File: src/rtl/gcd_controller.sv
// rtl/gcd_controller.sv - subtractive GCD engine: A/B datapath plus five-state controller
module gcd_controller #(
    parameter int WIDTH = 16
) (
    input  logic             clk,
    input  logic             rst_n,
    input  logic             start,
    input  logic [WIDTH-1:0] data_in,
    output logic             done,
    output logic [WIDTH-1:0] result
);

    typedef enum logic [2:0] {
        IDLE,
        LOAD_A,
        LOAD_B,
        CALC,
        DONE
    } state_t;

    state_t           state;
    logic [WIDTH-1:0] a_reg;
    logic [WIDTH-1:0] b_reg;

    logic             lt;
    logic             gt;
    logic             eq;
    logic [WIDTH-1:0] sub_lhs;
    logic [WIDTH-1:0] sub_rhs;
    logic [WIDTH-1:0] diff;

    assign lt = (a_reg < b_reg);
    assign gt = (a_reg > b_reg);
    assign eq = (a_reg == b_reg);

    // Larger operand is always the minuend, so the difference never wraps.
    // With A==0 this yields B-0=B, which is exactly the A<=B load needed there.
    assign sub_lhs = gt ? a_reg : b_reg;
    assign sub_rhs = gt ? b_reg : a_reg;
    assign diff    = sub_lhs - sub_rhs;

    assign result = a_reg;

    always_ff @(posedge clk or negedge rst_n) begin
        if (!rst_n) begin
            state <= IDLE;
            a_reg <= '0;
            b_reg <= '0;
            done  <= 1'b0;
        end else begin
            case (state)
                IDLE: begin
                    if (start) begin
                        state <= LOAD_A;
                    end
                end
                LOAD_A: begin
                    a_reg <= data_in;
                    state <= LOAD_B;
                end
                LOAD_B: begin
                    b_reg <= data_in;
                    state <= CALC;
                end
                CALC: begin
                    if (a_reg == '0) begin
                        a_reg <= diff;
                        state <= DONE;
                        done  <= 1'b1;
                    end else if ((b_reg == '0) || eq) begin
                        state <= DONE;
                        done  <= 1'b1;
                    end else if (gt) begin
                        a_reg <= diff;
                    end else if (lt) begin
                        b_reg <= diff;
                    end
                end
                DONE: begin
                    if (!start) begin
                        state <= IDLE;
                        done  <= 1'b0;
                    end
                end
                default: begin
                    state <= IDLE;
                    done  <= 1'b0;
                end
            endcase
        end
    end

endmodule

File: config.mk
export PLATFORM = sky130hd
export DESIGN_NAME = gcd_controller
export DESIGN_NICKNAME = d
export VERILOG_FILES = /design/src/rtl/gcd_controller.sv
export SDC_FILE = /design/constraint.sdc
export NUM_CORES = 1
export LEC_CHECK = 0
export ABC_AREA = 1
export CAP_MARGIN = 30
export CORE_AREA = 3 3 73 144
export CTS_CLUSTER_DIAMETER = 30
export DETAILED_ROUTE_END_ITERATION = 7
export DIE_AREA = 0 0 76 147
export PLACE_DENSITY = 0.57
export SYNTH_ARGS = -nofsm -noshare
export SYNTH_HDL_FRONTEND = slang
export SYNTH_SLANG_ARGS = --single-unit
File: constraint.sdc
create_clock -name clk -period 3.15 [get_ports clk]
set_input_delay 0.4725 -clock clk [delete_from_list [all_inputs] [get_ports clk]]
set_output_delay 0.4725 -clock clk [all_outputs]
set_load 0.02 [all_outputs]
==> impl_metrics.env <==
export IMPL_clock_sinks=36
export IMPL_ant_nets=0
export IMPL_clock_root_buffer="clkbuf_16"
export IMPL_hold_violations=0
export IMPL_required_ns=3.33
export IMPL_syn_instance_count=510
export IMPL_grt_pass1_vias=3553
export IMPL_syn_area_sq_mm=0.00324
export IMPL_core_rowCount=50
export IMPL_clk_pin_slew_ns=0.06
export IMPL_place_congestion=0.922
export IMPL_fmax_mhz=353
export IMPL_grt_pass1_wl_um=18000
export IMPL_slew_headroom_pct=42.3
export IMPL_critPathKind="reg2reg"
export IMPL_finalWirelength_um=11000
export IMPL_top_level_ports=36
export IMPL_cts_htree_levels=2
export IMPL_grt_usage_pct=20.7
export IMPL_fin_crit_sh_pct=89.8
export IMPL_hpwl_um=8570
export IMPL_vias_per_cell=4.84
export IMPL_seq_area_frac_synth_pct=27.8
export IMPL_cp_max_fo=6
export IMPL_drive_gt1_share_pct=14.1
export IMPL_dp_slack_ns=0.0868
export IMPL_vias=3380
export IMPL_first_pass_iters=4
export IMPL_tritoncts="yes"
export IMPL_cp_end_kind="flop"
export IMPL_antenna_found_initial=0
export IMPL_clockBufferDepth=2
export IMPL_timing_critical_path_from_type="flop"
export IMPL_slew_violations=0
export IMPL_area_growth_pct=26.9
export IMPL_placed_cell_area_sq_mm=0.00386
export IMPL_drtIter0Drc=205
export IMPL_status="completed"
export IMPL_core_sq_mm=0.00945
export IMPL_cts_buffers=5
export IMPL_syn_area_per_cell_sq_um=6.34
export IMPL_portBuffers=35
export IMPL_start_util_pct=34.3
export IMPL_tightest_slew_ns=0.865
export IMPL_finalWorstSetupSlack_ns=0.320
export IMPL_drc=0
export IMPL_dieArea_sq_mm=0.0112
export IMPL_hold_path_class="in2async"
export IMPL_clk_latency_ns=0.29
export IMPL_setup_violations=0
export IMPL_postLayoutCellArea_sq_mm=0.00411
export IMPL_post_drt_wl_per_cell_um=15.7
export IMPL_max_cap_viol_count=0
export IMPL_synth_seq_cells=36
export IMPL_die_h_um=147
export IMPL_grt_max_degree=37
export IMPL_worst_clock_skew_ns=0.00179
export IMPL_fin_nets=603
export IMPL_postCtsHoldBufs=0
export IMPL_grt_ovfl_total=0
export IMPL_finalCriticalPeriod_ns=2.83
export IMPL_r2r_cells=23
export IMPL_fin_util_pct=43.5
export IMPL_die_w_um=76
export IMPL_crit_arrival_ns=3.01
export IMPL_antenna_diode_count=0
export IMPL_synth_cell_types=32
export IMPL_yosys_warnings=0
export IMPL_syn_num_nets=546
==> repair_timing <==
action	in CTS	in global routing
gates resized for setup	0	10
buffers inserted	0	4
endpoints found under the setup margin	0	26
==> per-layer routing <==
metal  global-route usage, %  wire [um]
met5                       0          0
met4                    11.4        574
met3                    2.33        352
met2                    39.9       5930
met1                    21.3       4120
==> synthesized netlist by cell type <==
cell type | instances | share of area [%]
nand3b_1 | 6 | 1.4
dfrtp_1 | 36 | 28
or2_2 | 9 | 1.7
nand2_4 | 2 | 0.70
nand2_2 | 8 | 1.5
o211ai_1 | 5 | 1.2
buf_2 | 7 | 1.1
o211ai_2 | 1 | 0.39
nand2_1 | 167 | 19
inv_2 | 7 | 0.81
inv_1 | 76 | 8.8
nor3_1 | 1 | 0.15
o31ai_1 | 1 | 0.23
nand3_2 | 3 | 0.93
xnor2_1 | 5 | 1.4
nor3_2 | 1 | 0.31
nor2_1 | 29 | 3.4
o21ai_1 | 13 | 2.0
a21oi_1 | 9 | 1.4
nor2_4 | 2 | 0.70
a21o_1 | 2 | 0.46
a21oi_2 | 3 | 0.81
nand4_1 | 6 | 1.2
nor4_1 | 10 | 1.9
nand3_4 | 1 | 0.54
nand3_1 | 62 | 9.6
buf_6 | 2 | 0.70
clkbuf_1 | 1 | 0.12
o21ai_0 | 15 | 2.3
ha_1 | 17 | 6.6
o311ai_0 | 1 | 0.27
clkinv_1 | 2 | 0.23
==> logic make-up (layout without fill, tap and decap cells) <==
kind of cell,Yosys count,after routing,synth area share [%]
buffers and inverters,95,153,11.8
xor gates and xnor gates,5,5,1.35
and+or+nand+nor,307,307,43.4
AOI/OAI and AO/OA,50,50,9.05
DFF,36,36,27.8
adders and majority gates,17,17,6.57
==> cells in the final DEF (no fill, tap or decap), types with 2 or more instances in the layout <==
cell type and count:
nand2_1 166, inv_1 76, nand3_1 61, dfrtp_1 35, clkdlybuf4s50_1 34, nor2_1 28
buf_4 24, o21ai_0 15, o21ai_1 13, ha_1 13, nor4_1 10, nand2_2 9
or2_2 9, a21oi_1 8, inv_2 7, nand4_1 6, nand3b_1 6, o211ai_1 5
xnor2_1 5, clkbuf_16 5, nand3_2 4, a21oi_2 4, nor2_4 2, a21o_1 2
clkinv_1 2, nand2_4 2, ha_2 2, ha_4 2
==> path summary, 6_finish.rpt <==
path / start / endpoint / slack, ns
min in group clk: done$_DFFE_PN0P_ / done$_DFFE_PN0P_ / 0.49
min: rst_n / result[7]$_DFFE_PN0P_ / 0.29
max: b_reg[13]$_DFFE_PN0P_ / b_reg[14]$_DFFE_PN0P_ / 0.32
min reg2reg: done$_DFFE_PN0P_ / done$_DFFE_PN0P_ / 0.49
max in group asynchronous: rst_n / b_reg[7]$_DFFE_PN0P_ / 2.27
max reg2reg: b_reg[13]$_DFFE_PN0P_ / b_reg[14]$_DFFE_PN0P_ / 0.32
==> critical path: stages, from the launching register on <==
cell,delay (ns)
dfrtp_1,0.40
inv_1,0.08
ha_2,0.31
nand2_2,0.12
clkinv_1,0.10
nand3_2,0.11
a21oi_2,0.05
nor2_2,0.15
nand2_4,0.10
nand2_4,0.08
nand2_1,0.06
nand2_1,0.06
inv_1,0.04
ha_1,0.16
inv_1,0.05
nand2_1,0.10
nand2_1,0.09
nand3_2,0.12
nand2_1,0.11
nand3_1,0.08
nand2_1,0.07
nand3_1,0.11
nand3_1,0.10
nand2_1,0.06
==> area by class of cell <==
class                           count  area, sq um
Clock buffer                        5          125
Tap cell                          130          163
Sequential cell                    36          902
Inverter                           85          319
Timing Repair Buffer               60          546
Clock inverter                      3         46.3
Multi-Input combinational cell    379         2000
Fill cell                        1047         5340
==> per-stage QoR <==
stage	hold WS (ns)	TNS [ns]	cells
final	0.294	0	698
after global routing	0.380	-0.0121	698
after CTS	0.344	0	694
after detailed placement	0.486	0	686
after global placement	0.494	0	686
after floorplan	0.177	0	510
Power is not shown: default switching activity piles up to over one toggle a cycle in this logic, so the estimate is an artifact.
